===== config.mk =====
export PLATFORM = sky130hd
export DESIGN_NAME = alu_exec_ctrl
export DESIGN_NICKNAME = d
export VERILOG_FILES = /design/src/rtl/alu_exec_ctrl.sv
export SDC_FILE = /design/constraint.sdc
export NUM_CORES = 1
export LEC_CHECK = 0
export ABC_CLOCK_PERIOD_IN_PS = 9900
export BUFFER_PORTS_ARGS = -buffer_cell sky130_fd_sc_hd__buf_2
export CORE_AREA = 2 2 118 120
export DETAILED_ROUTE_END_ITERATION = 12
export DIE_AREA = 0 0 120 122
export HOLD_SLACK_MARGIN = 0.15
export PLACE_DENSITY_LB_ADDON = 0.08
export SYNTH_ARGS = -nofsm -noshare
export SYNTH_HDL_FRONTEND = slang
export SYNTH_SLANG_ARGS = --single-unit

===== constraint.sdc =====
create_clock -name clk -period 9.9 [get_ports clk]
set_input_delay 1.98 -clock clk [delete_from_list [all_inputs] [get_ports clk]]
set_output_delay 1.98 -clock clk [all_outputs]
set_load 0.02 [all_outputs]

===== src/rtl/alu_exec_ctrl.sv =====
// alu_exec_ctrl: three-phase (IDLE/EXEC/WB) issue controller wrapped around an
// external combinational ALU, with an 8-entry register file (R0 hard-wired 0),
// a direct load port and a combinational debug read port.
// Optional macro ALU_EXEC_FLAGS_EN: enables the carry/zero flag registers and
// carry-in selection; when undefined the flags read 0 and alu_Cin stays 0.
module alu_exec_ctrl #(
  parameter int BUS_WIDTH     = 8,
  parameter int REG_ADDR_BITS = 3,
  parameter int OPCODE_WIDTH  = 5
) (
  input  logic                     clk,
  input  logic                     rst,
  input  logic                     in_valid,
  output logic                     in_ready,
  input  logic [OPCODE_WIDTH-1:0]  in_opcode,
  input  logic [REG_ADDR_BITS-1:0] in_rd,
  input  logic [REG_ADDR_BITS-1:0] in_ra,
  input  logic [REG_ADDR_BITS-1:0] in_rb,
  input  logic                     in_use_carry,
  input  logic                     ld_en,
  input  logic [REG_ADDR_BITS-1:0] ld_addr,
  input  logic [BUS_WIDTH-1:0]     ld_data,
  output logic [OPCODE_WIDTH-1:0]  alu_opcode,
  output logic [BUS_WIDTH-1:0]     alu_A,
  output logic [BUS_WIDTH-1:0]     alu_B,
  output logic                     alu_Cin,
  input  logic [BUS_WIDTH-1:0]     alu_Y,
  input  logic                     alu_Cout,
  output logic                     out_valid,
  output logic [BUS_WIDTH-1:0]     out_data,
  output logic [REG_ADDR_BITS-1:0] out_rd,
  output logic                     flag_c,
  output logic                     flag_z,
  input  logic [REG_ADDR_BITS-1:0] dbg_addr,
  output logic [BUS_WIDTH-1:0]     dbg_data
);

  localparam int NUM_REGS = 2 ** REG_ADDR_BITS;

  typedef enum logic [1:0] {
    IDLE = 2'd0,
    EXEC = 2'd1,
    WB   = 2'd2
  } state_t;

  state_t                   state;
  logic [BUS_WIDTH-1:0]     regs [NUM_REGS];
  logic [REG_ADDR_BITS-1:0] rd_pend;

  // R0 always reads as zero regardless of storage contents
  function automatic logic [BUS_WIDTH-1:0] reg_read(input logic [REG_ADDR_BITS-1:0] addr);
    return (addr == '0) ? '0 : regs[addr];
  endfunction

  // Ready to issue only while idle
  always_comb in_ready = (state == IDLE);

  // Debug read port
  always_comb dbg_data = reg_read(dbg_addr);

`ifdef ALU_EXEC_FLAGS_EN
  logic res_c;

  // Flag registers: result carry captured in EXEC, committed with the writeback
  always_ff @(posedge clk or posedge rst) begin
    if (rst) begin
      res_c  <= 1'b0;
      flag_c <= 1'b0;
      flag_z <= 1'b0;
    end else begin
      if (state == EXEC) res_c <= alu_Cout;
      if (state == WB) begin
        flag_c <= res_c;
        flag_z <= (out_data == '0);
      end
    end
  end

  // Carry-in selection registered at accept, held through WB
  always_ff @(posedge clk or posedge rst) begin
    if (rst)                         alu_Cin <= 1'b0;
    else if (in_ready && in_valid)   alu_Cin <= in_use_carry & flag_c;
  end
`else
  logic unused_flag_inputs;
  assign unused_flag_inputs = ^{in_use_carry, alu_Cout};
  assign flag_c  = 1'b0;
  assign flag_z  = 1'b0;
  assign alu_Cin = 1'b0;
`endif

  // Control FSM, operand/result registers and register file
  always_ff @(posedge clk or posedge rst) begin
    if (rst) begin
      state      <= IDLE;
      alu_opcode <= '0;
      alu_A      <= '0;
      alu_B      <= '0;
      rd_pend    <= '0;
      out_valid  <= 1'b0;
      out_data   <= '0;
      out_rd     <= '0;
      for (int unsigned i = 0; i < NUM_REGS; i++) regs[i] <= '0;
    end else begin
      case (state)
        IDLE: begin
          // Operands sample pre-load contents since the load is non-blocking
          if (ld_en && ld_addr != '0) regs[ld_addr] <= ld_data;
          if (in_valid) begin
            alu_opcode <= in_opcode;
            alu_A      <= reg_read(in_ra);
            alu_B      <= reg_read(in_rb);
            rd_pend    <= in_rd;
            state      <= EXEC;
          end
        end
        EXEC: begin
          out_data  <= alu_Y;
          out_rd    <= rd_pend;
          out_valid <= 1'b1;
          state     <= WB;
        end
        WB: begin
          if (out_rd != '0) regs[out_rd] <= out_data;
          out_valid <= 1'b0;
          state     <= IDLE;
        end
        default: begin
          out_valid <= 1'b0;
          state     <= IDLE;
        end
      endcase
    end
  end

endmodule

# After elaboration in Yosys (flattened, before gate mapping)
# Cells that the tools add are included.
# totals
ff_bits,102
input_bits,42
out_inout_bits,45
wordCells,69
# op_classes
order_cmp,7
eq_ne,5
mux,24
n_bitwise,5
n_reduce_logical,12
# ops
operator,n
bitwise mux 64 bit,2
two-way mux 64 bit,2
case mux 64 bit (2 select lines),1
two-way mux 8 bit,11
binary-select mux 8 bit (select 3 bit),3
demux 8 bit (select 3 bit),2
">= comparator 4 bit, second input constant",5
inverter 3 -> 4 bit,5
logical NOT 3 bit,3
"< comparator 4 x 1 -> 1 bit, second input constant",2
nonzero test 3 bit,2
"!= test 2 bit, second input constant",2
case mux 2 bit (2 select lines),1
logical AND 1 bit,3
AND reduction 3 bit,1
"equality test 2 x 1 -> 1 bit, second input constant",1
"equality test 2 bit, second input constant",1
logical NOT 2 bit,1
two-way mux 2 bit,1
"!= test 2 x 1 -> 1 bit, second input constant",1
case mux 1 bit (2 select lines),1
AND reduction 2 bit,1
nonzero test 2 bit,1

# Longest topological paths before layout
# Gate-level depths: netlist of run 1.
# logic_depth
ltp_word,8
mapped_depth,7
depth_no_buf,5

# Worst setup path after synthesis of run 1
# Ideal clock, no wire load.
# synth_timing
kind,input to output
start,in dbg_addr[1]
end,out dbg_data[7]
arrival_time_ns,3.240
t_required_ns,7.920
slack_ns,4.680
stages,6
n_path_buf,2
path_cell_list,clkbuf_1 -> buf_4 -> mux2i_1 -> nand2_1 -> o21ai_0 -> a221oi_1
# synth_via
elab_chain_len,5
elab_cells_between_ends,6
classes_between,4 x mux; 1 x bitwise; 1 x reduce/logical
# synth_lines
item,line_no,source
from (decl),34,"input logic [REG_ADDR_BITS-1:0] dbg_addr,"
inverter 3 -> 4 bit (not written as such),52,return (addr == '0) ? '0 : regs[addr];
binary-select mux 8 bit (select 3 bit),52,
two-way mux 8 bit (not written as such) (2 in a row),52,
two-way mux 8 bit *,52,
to (decl),35,output logic [BUS_WIDTH-1:0] dbg_data
# Mark *: on every way between the ends. The rest lies on a longest branch, timed or not. The select of a mux whose other input is x is not followed.

# Worst setup path in the final report of run 1
# layout_timing
start,in dbg_addr[1]
end,out dbg_data[1]
# Same word-level chain as after synthesis.

==> flow_summary_export.csv, run 1 <==
group,metric,value,unit
worst_setup_path,path_cells,"buf_2, a21oi_1, a221oi_1, buf_2",
logic_synthesis,synthArstFlopShare,1.00,
sta,rsz0062_at_grt,"false",
logic_synthesis,synth_area,5890,sq um
drt,wl_per_cell,23.2,um
drt,dr_total_vias,5067,
logic_synthesis,seq_area_frac_synth,0.433,
hold_path,hold_path_class,"reg -> reg",
logic_synthesis,netlist_instances,588,
clock_network,clockRootBuffer,"clkbuf_16",
die,die_y,122,um
global_route,grt_max_degree,67,
global_route,grt_pass1_wl,30.1,mm
cells_and_area,final_cell_mix,"102 x dfrtp_1, 81 x buf_2, 76 x o21ai_0",
worst_setup_path,critPathBufInv,2,
cells_and_area,area_delta_synth_final,12.2,%
hold_path,hold_depth,0,
drt,wl_met2,8.40,mm
die,core-area,13500,sq um
sta,finalHoldViolCount,0,
place,portBuffers,81,
sta,fmax,179,MHz
logic_synthesis,ys.flop_type,"dfrtp_1",
worst_setup_path,cp-startpoint,"dbg_addr[1]",
worst_setup_path,critical_path.most_common_cell,"buf_2",
worst_setup_path,crit_path_start_kind,"input pin",
pwr,pwr_density_cell,279,nW/um^2
die,io-pin-count,87,
logic_synthesis,synth_edf_count,0,
cells_and_area,num_antenna_cells,0,
die,die_area,14600,sq um
logic_synthesis,yosysUniqueCellTypes,41,
worst_setup_path,worstReg2RegStart,"state[1]$_DFFE_PP0P_",
worst_setup_path,crit_fanout,26,
clock_network,cts-resized-gates,0,
clock_network,clk_pin_slew,70,ps
worst_setup_path,r2r_cells,4,
drt,routed_wl,19.1,mm
drt,drtIter0Drc,432,
logic_synthesis,ys_ff_latch,102,
drt,routed.top_layer,"met4",
pwr,p_leak,2.92,nW
hold_path,hold_start,"regs[56]$_DFFE_PP0P_",
die,initial_core_util,0.436,
sta,max-slew-margin-rel,0.138,
global_route,track_usage,0.276,
sta,finalCritPeriodShare,0.565,
place,finalWeightedCongestion,0.918,
drt,drtAntennaViolNets,0,
sta,setup_violations,0,
cells_and_area,postLayoutCoreUtil,0.489,
sta,fin_setup_tns,0,ps
clock_network,htreeDepth,3,
worst_setup_path,critPathRequiredTime,7920,ps
cells_and_area,drive_above_1_share,0.236,
drt,firstDrtPassIters,5,
sta,tightest_slew,1290,ps
clock_network,post_cts_buffers,0,
flow_run,cap_violations,0,
worst_setup_path,crit_arrival,3610,ps
global_route,antenna_found_initial,0,
global_route,grt-ovfl-total,0,
worst_setup_path,path_depth,4,
drt,drcViolationCount,0,
worst_setup_path,cpPeakStageDelay,490,ps
pwr,vdd_drop_max,0.128,mV
cells_and_area,layout_commonest_cell,"dfrtp_1",
status,outcome,"complete, no violations",
worst_setup_path,critPathCaptureType,"primary output",
cells_and_area,fillers,1302,
logic_synthesis,avgSynthCellArea,10.0,sq um
drt,wl_met1,8.35,mm
place,place_hpwl,13.9,mm
worst_setup_path,worstSetupPathType,"in -> out",
cells_and_area,fin_nets,680,
clock_network,cts_buffers,9,
clock_network,cts_sinks,102,
clock_network,clk_latency,360,ps
clock_network,clockBufferDepth,2,
worst_setup_path,critPathSlowestCell,"buf_2",
sta,min_period,5590,ps
die,row_count,43,
drt,via_per_inst,6.16,
logic_synthesis,yosysWarnings,0,
die,die_x,120,um
clock_network,cts_tree,"built",
sta,drv_slew,0,
global_route,grt_pass1_vias,5033,
drt,dr_wl_met3,1.38,mm
worst_setup_path,path_delay_family,"compound AO/OA/AOI/OAI gates",
sta,skew,9.03,ps
clock_network,cts_hold_buffers,0,
[logic make-up after synthesis]
kind of cell,synth area share
other cells,0.000637
simple gates,0.152
compound gates,0.214
buf+inv,0.0419
mux,0.159
flops,0.433
[report_power, final]
group | leakage, nW | internal, W | switching, W | total (W)
Sequential | 1.23 | 0.000588 | 0.000256 | 0.000844
Clock | 0.150 | 0.000204 | 0.000163 | 0.000367
Combinational | 1.55 | 0.000307 | 0.000328 | 0.000635
[routing by layer]
metal | vias up | track usage
met4 | 0 | 0.161
met3 | 47 | 0.0534
li1 | 2304 | -
met1 | 2499 | 0.378
met2 | 217 | 0.407
met5 | - | 0
[synth_stat cells, types with 2 or more instances]
library cell	number	area [sq um]
buf_1	2	7.51
nor2_1	19	71.3
inv_1	2	7.51
nand2_1	73	274
a211oi_1	2	15.0
nand3_1	35	175
o21ai_0	76	380
nand3_2	2	20.0
a2bb2oi_1	56	490
and2b_1	2	15.0
nor2b_1	24	150
dfrtp_1	102	2550
a21oi_1	3	15.0
nand2b_1	3	18.8
mux2_2	24	270
a221oi_1	16	140
nand4_1	2	12.5
mux2i_1	44	440
buf_4	12	90.1
nand2_2	8	50.1
a22oi_1	5	37.5
buf_2	13	65.1
mux4_2	10	225
o221ai_1	7	61.3
o22ai_1	7	43.8
clkbuf_1	18	67.6
o22a_1	7	61.3
[registers in the layout, indices dropped and copies added, names as in the netlist]
| name | flops |
|---|---|
| alu_A | 8 |
| alu_B | 8 |
| alu_opcode | 5 |
| out_data | 8 |
| out_rd | 3 |
| out_valid | 1 |
| rd_pend | 3 |
| regs | 64 |
| state | 2 |
[final timing paths]
check	to	slack (ps)
setup reg to reg	regs[19]$_DFFE_PP0P_	7620
max in group asynchronous	regs[27]$_DFFE_PP0P_	7050
hold reg to reg	regs[56]$_DFFE_PP0P_	380
hold / removal	regs[56]$_DFFE_PP0P_	380
min in group asynchronous	out_data[4]$_DFFE_PP0P_	1630
setup / recovery	dbg_data[1]	4310
[metrics by stage]
stage	setup WS [ps]	instance area (sq um)	hold slack, ps	std cells	power (W)
floorplan	4680	5900	425	590	0.00120
global placement	4440	6310	360	807	0.00145
detailed placement	4410	6310	363	807	0.00147
CTS	4410	6610	379	823	0.00184
global route	4290	6610	394	823	0.00195
finish	4310	6610	376	823	0.00185
[final cells by class]
cell class                 instances  area, sq um  area share
clock buffer                      11          243      0.0367
multi-input combinational        439         3100       0.469
inverter                           3         13.8     0.00208
timing repair buffer              83          420      0.0636
tap                              180          225      0.0341
sequential                       102         2550       0.386
clock inverter                     5         57.6     0.00871
(Power assumes the default switching activity.)
==> run 2, diff against run 1 <==
--- a/config.mk
+++ b/config.mk
@@ -5,7 +5,7 @@
 export SDC_FILE = /design/constraint.sdc
 export NUM_CORES = 1
 export LEC_CHECK = 0
-export ABC_CLOCK_PERIOD_IN_PS = 9900
+export ABC_CLOCK_PERIOD_IN_PS = 5060
 export BUFFER_PORTS_ARGS = -buffer_cell sky130_fd_sc_hd__buf_2
 export CORE_AREA = 2 2 118 120
 export DETAILED_ROUTE_END_ITERATION = 12
==> constraint.sdc (replaced) <==
create_clock -name clk -period 5.06 [get_ports clk]
set_input_delay 1.012 -clock clk [delete_from_list [all_inputs] [get_ports clk]]
set_output_delay 1.012 -clock clk [all_outputs]
set_load 0.02 [all_outputs]
==> flow_summary_export.csv, run 2 (synthesis gave the netlist of run 1 again) <==
group,metric,value,unit
status,outcome,"complete, no violations",
clock_network,cts_buffers,9,
cells_and_area,drive_above_1_share,0.238,
die,io-pin-count,87,
cells_and_area,largest_register_ffs,64,
sta,rsz0062_at_grt,"false",
pwr,vdd_drop_max,0.229,mV
sta,finalCritPeriodShare,0.718,
cells_and_area,layout.cells.non_filler,823,
cells_and_area,final_cell_mix,"102 x dfrtp_1, 81 x buf_2, 76 x o21ai_0",
clock_network,htreeDepth,3,
cells_and_area,regArea,2550,sq um
place,portBuffers,81,
sta,whs,376,ps
cells_and_area,largest-register,"regs",
sta,drv_slew,0,
cells_and_area,postLayoutCoreUtil,0.490,
sta,setup_violations,0,
pwr,p_leak,2.92,nW
clock_network,cts_hold_buffers,0,
clock_network,clk_pin_slew,70,ps
cells_and_area,area_delta_synth_final,12.4,%
cells_and_area,fin_nets,680,
drt,routed_wl,19.3,mm
place,finalWeightedCongestion,0.882,
drt,drtAntennaViolNets,0,
clock_network,cts_tree,"built",
hold_path,hold_path_class,"reg -> reg",
clock_network,post_cts_buffers,0,
worst_setup_path,critPathCaptureType,"primary output",
worst_setup_path,worstSetupPathType,"in -> out",
worst_setup_path,crit_arrival,2620,ps
die,row_count,43,
global_route,grt_pass1_vias,4964,
global_route,track_usage,0.271,
sta,fmax,275,MHz
die,core-area,13500,sq um
worst_setup_path,critical_path.most_common_cell,"buf_2",
pwr,pwr_density_cell,548,nW/um^2
worst_setup_path,path_cells,"buf_2, a21oi_1, a221oi_1, buf_2",
worst_setup_path,cpPeakStageDelay,520,ps
clock_network,clockRootBuffer,"clkbuf_16",
sta,skew,4.47,ps
clock_network,clockBufferDepth,2,
clock_network,clk_latency,360,ps
flow_run,cap_violations,0,
sta,finalHoldViolCount,0,
worst_setup_path,crit_path_start_kind,"input pin",
die,initial_core_util,0.436,
global_route,grt_max_degree,74,
place,place_hpwl,13.8,mm
global_route,grt_pass1_wl,29.4,mm
sta,max-slew-margin-rel,0.161,
cells_and_area,fillers,1283,
die,die_x,120,um
sta,min_period,3630,ps
die,die_y,122,um
die,die_area,14600,sq um
cells_and_area,layout_commonest_cell,"dfrtp_1",
sta,tightest_slew,1260,ps
pwr,p_total,0.00363,W
drt,wl_per_cell,23.4,um
place,place_inst,807,
worst_setup_path,critPathSlowestCell,"buf_2",
drt,drcViolationCount,0,
cells_and_area,num_antenna_cells,0,
drt,via_per_inst,6.23,
clock_network,cts-resized-gates,0,
worst_setup_path,critPathRequiredTime,4050,ps
worst_setup_path,crit_fanout,26,
drt,dr_total_vias,5127,
global_route,grt-ovfl-total,0,
drt,firstDrtPassIters,7,
cells_and_area,multi_input_area,3100,sq um
drt,drtIter0Drc,532,
clock_network,cts_sinks,102,
global_route,antenna_found_initial,0,
sta,fin_setup_tns,0,ps
run 2: cell count changes in the layout (fill, tap and decap cells not counted):
cell / previous run / this run
clkinv_2: 2 / 1
clkinvlp_4: 0 / 1
inv_6: 1 / 2
clkbuf_1: 1 / 0
run 2: metal layers:
layer	vias up	wire, um	GRT usage
li1	2292	-	-
met1	2516	8100	0.376
met2	274	8580	0.411
met3	45	1640	0.0360
met4	0	939	0.153
met5	-	0	0
run 2: final cells by class:
cell class              count  area share
multi-input cells         439       0.468
flip-flops and latches    102       0.386
repair buffers             83      0.0635
clock buffers              10      0.0361
well taps                 180      0.0340
clock inverters             6      0.0104
inverters                   3     0.00208
run 2: worst max-delay path, delay by kind of cell:
family,cells,cell delay (ps)
AO/OA/AOI/OAI,2,840
buffers and inverters,2,760
run 2: through the flow:
step | instance area [sq um] | worst slack, ps
6_report | 6620 | 1430
3_5_place_dp | 6310 | 1480
2_1_floorplan | 5900 | 1370
3_3_place_gp | 6310 | 1500
4_1_cts | 6620 | 1470
5_1_grt | 6620 | 1370
run 2: path summary, 6_finish.rpt:
| path | startpoint | endpoint | slack, ps | cells past startpoint |
|---|---|---|---|---|
| min in group asynchronous | rst | out_data[4]$_DFFE_PP0P_ | 840 | 2 |
| worst max register to register | state[1]$_DFFE_PP0P_ | regs[16]$_DFFE_PP0P_ | 2860 | 4 |
| worst max-delay path | dbg_addr[1] | dbg_data[1] | 1430 | 4 |
| worst min-delay path | regs[60]$_DFFE_PP0P_ | regs[60]$_DFFE_PP0P_ | 380 | 0 |
| worst min register to register | regs[60]$_DFFE_PP0P_ | regs[60]$_DFFE_PP0P_ | 380 | 0 |
| max in group asynchronous | rst | regs[11]$_DFFE_PP0P_ | 3270 | 3 |
run 2: power breakdown:
part / leakage (nW) / switching (W) / internal, W / total, W
clock network: 0.149 / 0.000331 / 0.000401 / 0.000732
logic: 1.55 / 0.000640 / 0.000601 / 0.00124
registers: 1.23 / 0.000506 / 0.00115 / 0.00165
==> run 3, diff against run 2 <==
--- a/config.mk
+++ b/config.mk
@@ -5,11 +5,12 @@
 export SDC_FILE = /design/constraint.sdc
 export NUM_CORES = 1
 export LEC_CHECK = 0
-export ABC_CLOCK_PERIOD_IN_PS = 5060
+export ABC_AREA = 1
+export ABC_CLOCK_PERIOD_IN_PS = 3200
 export BUFFER_PORTS_ARGS = -buffer_cell sky130_fd_sc_hd__buf_2
-export CORE_AREA = 2 2 118 120
+export CORE_AREA = 2 2 125 127
 export DETAILED_ROUTE_END_ITERATION = 12
-export DIE_AREA = 0 0 120 122
+export DIE_AREA = 0 0 127 129
 export HOLD_SLACK_MARGIN = 0.15
 export PLACE_DENSITY_LB_ADDON = 0.08
 export SYNTH_ARGS = -nofsm -noshare
==> constraint.sdc (replaced) <==
create_clock -name clk -period 3.2 [get_ports clk]
set_input_delay 0.64 -clock clk [delete_from_list [all_inputs] [get_ports clk]]
set_output_delay 0.64 -clock clk [all_outputs]
set_load 0.02 [all_outputs]
==> flow_summary_export.csv, run 3 <==
group,metric,value,unit
status,outcome,"complete, no violations",
worst_setup_path,critPathRequiredTime,2560,ps
drt,via_per_inst,5.33,
clock_network,cts_sinks,102,
global_route,grt_pass1_wl,33.8,mm
pwr,switchingPower,0.00263,W
sta,drv_slew,0,
logic_synthesis,avgSynthCellArea,6.58,sq um
pwr,seq_power_share,0.446,
clock_network,htreeDepth,3,
pwr,p_total,0.00559,W
worst_setup_path,critPathCaptureType,"primary output",
worst_setup_path,worstReg2RegStart,"state[0]$_DFFE_PP0P_",
cells_and_area,multi_input_area,3550,sq um
sta,finalCritPeriodShare,0.826,
clock_network,clockRootBuffer,"clkbuf_16",
clock_network,cts_hold_buffers,0,
die,die_y,129,um
sta,max-slew-margin-rel,0.582,
pwr,p_int,0.00296,W
die,die_area,16400,sq um
cells_and_area,drive_above_1_share,0.148,
logic_synthesis,ys.flop_type,"dfrtp_1",
cells_and_area,area_delta_synth_final,11.1,%
drt,routed_wl,22.1,mm
worst_setup_path,worstReg2RegEnd,"regs[41]$_DFFE_PP0P_",
sta,min_period,2640,ps
drt,dr_total_vias,6661,
pwr,power.share.clock,0.188,
die,row_count,45,
clock_network,clockBufferDepth,2,
clock_network,clk_pin_slew,70,ps
pwr,pwr-share-comb,0.366,
drt,drtIter0Drc,812,
drt,wl_per_cell,17.7,um
logic_synthesis,seq_area_frac_synth,0.386,
logic_synthesis,yosysMostFrequentCell,"nand2_1",
cells_and_area,largest_register_ffs,64,
die,io-pin-count,87,
die,initial_core_util,0.442,
worst_setup_path,r2r_cells,8,
logic_synthesis,synthArstFlopShare,1.00,
clock_network,cts_buffers,9,
clock_network,clk_latency,360,ps
global_route,track_usage,0.276,
worst_setup_path,critPathBufInv,4,
pwr,vdd_drop_max,0.435,mV
cells_and_area,fillers,1577,
logic_synthesis,yosysWarnings,0,
pwr,p_leak,3.83,nW
worst_setup_path,critPathSlowestCell,"buf_2",
drt,drtAntennaViolNets,0,
global_route,antenna_found_initial,0,
logic_synthesis,synth_edf_count,0,
pwr,p_sw_frac,0.470,
global_route,grt-ovfl-total,0,
hold_path,hold_path_class,"in -> async",
logic_synthesis,ys_ff_latch,102,
die,core-area,15000,sq um
logic_synthesis,synth_top_area_cell,"dfrtp_1",
cells_and_area,num_antenna_cells,0,
cells_and_area,regArea,2550,sq um
cells_and_area,largest-register,"regs",
logic_synthesis,ys_top_cells_by_area,"dfrtp_1 39%, nand2_1 24%, nand3_1 9.7%",
sta,whs,313,ps
sta,fin_setup_tns,0,ps
cells_and_area,postLayoutCoreUtil,0.491,
worst_setup_path,crit_arrival,2000,ps
cells_and_area,fin_nets,1098,
clock_network,post_cts_buffers,0,
worst_setup_path,ff2ff_setup_slack,1320,ps
die,die_x,127,um
logic_synthesis,yosysUniqueCellTypes,27,
worst_setup_path,worstSetupPathType,"in -> out",
clock_network,cts_tree,"built",
worst_setup_path,path_delay_family,"buffers and inverters",
global_route,grt_pass1_vias,5836,
worst_setup_path,crit_fanout,16,
cells_and_area,final_cell_mix,"423 x nand2_1, 128 x nand3_1, 102 x dfrtp_1",
worst_setup_path,cpPeakStageDelay,270,ps
worst_setup_path,path_cells,"buf_2, clkinv_1, buf_4, nor2_1, o21ai_0, nand2_1, nor2_1, nor2_1, buf_2",
cells_and_area,layout_commonest_cell,"nand2_1",
logic_synthesis,netlist_instances,1006,
drt,firstDrtPassIters,6,
sta,finalHoldViolCount,0,
sta,fmax,378,MHz
pwr,pwr_density_cell,760,nW/um^2
sta,skew,7.46,ps
logic_synthesis,synth_area,6620,sq um
logic_synthesis,netlist_top_cells_count,"423 x nand2_1, 128 x nand3_1, 102 x dfrtp_1, 87 x o21ai_0, 73 x nor2_1",
clock_network,cts-resized-gates,0,
place,place_hpwl,16.2,mm
flow_run,cap_violations,0,
worst_setup_path,crit_path_start_kind,"input pin",
place,portBuffers,81,
sta,setup_violations,0,
worst_setup_path,critical_path.most_common_cell,"nor2_1",
logic_synthesis,netlist.area_leader.share,0.386,
global_route,grt_max_degree,64,
sta,rsz0062_at_grt,"false",
drt,drcViolationCount,0,
sta,tightest_slew,627,ps
place,finalWeightedCongestion,1.03,
run 3: cell count changes after synthesis, moves of 11 or more:
cell       delta
a2bb2oi_1    -56
mux2_2       -24
nand2_1     +350
a221oi_1     -16
o211ai_1     +15
a21oi_1      +13
inv_1        +52
nand3_1      +93
nor2b_1      -24
mux2i_1      -44
o21ai_0      +11
nor2_1       +54
run 3: cells by family after synthesis:
| group | share of synthesized area |
|---|---|
| compound gates | 0.0998 |
| buf+inv | 0.0785 |
| flops | 0.386 |
| simple gates | 0.435 |
| other cells | 0.000567 |
run 3: worst max-delay path by stage:
stage | slack [ps] | cells past startpoint | to | from
detailed placement | 580 | 9 | dbg_data[0] | dbg_addr[1]
floorplan | 850 | 8 | dbg_data[5] | dbg_addr[1]
CTS | 580 | 9 | dbg_data[0] | dbg_addr[1]
finish | 560 | 9 | dbg_data[0] | dbg_addr[1]
global placement | 600 | 9 | dbg_data[0] | dbg_addr[1]
global route | 400 | 9 | dbg_data[0] | dbg_addr[1]
run 3: worst reg2reg max path, stage by stage, from the launching register on:
cell     delay (ps)
dfrtp_1         400
inv_2            80
nand2_2         210
inv_2           230
nand2_2         120
nand2_8         350
nand2_2         230
nand2_1         110
nand2_1          50
run 3: cell type report:
class	count	area share
sequential	102	0.347
multi-input combinational	789	0.483
inverter	63	0.0330
clock inverter	5	0.00579
tap	188	0.0320
clock buffer	11	0.0317
timing repair buffer	91	0.0671
run 3: metrics by stage:
step | area, sq um | worst slack [ps] | std cells
after global routing | 7350 | 398 | 1249
after CTS | 7350 | 578 | 1249
final | 7350 | 555 | 1249
after detailed placement | 7080 | 580 | 1233
after global placement | 7080 | 596 | 1233
after floorplan | 6630 | 847 | 1008
run 3: power groups by stage:
stage / logic (W) / registers [W] / clock network (W)
6_report: 0.00204 / 0.00249 / 0.00105
5_1_grt: 0.00229 / 0.00250 / 0.00113
4_1_cts: 0.00204 / 0.00245 / 0.00108
3_5_place_dp: 0.00203 / 0.00247 / 0
3_3_place_gp: 0.00201 / 0.00248 / 0
2_1_floorplan: 0.00133 / 0.00230 / 0
run 3: per-layer routing:
layer  vias up  wire (um)  part of all wire  GRT usage
li1       3291          -                 -          -
met1      3012      10100              0.46      0.388
met2       304       9720              0.44      0.430
met3        54       1500             0.068     0.0491
met4         0        830             0.037      0.101
met5         -          0                 0          0
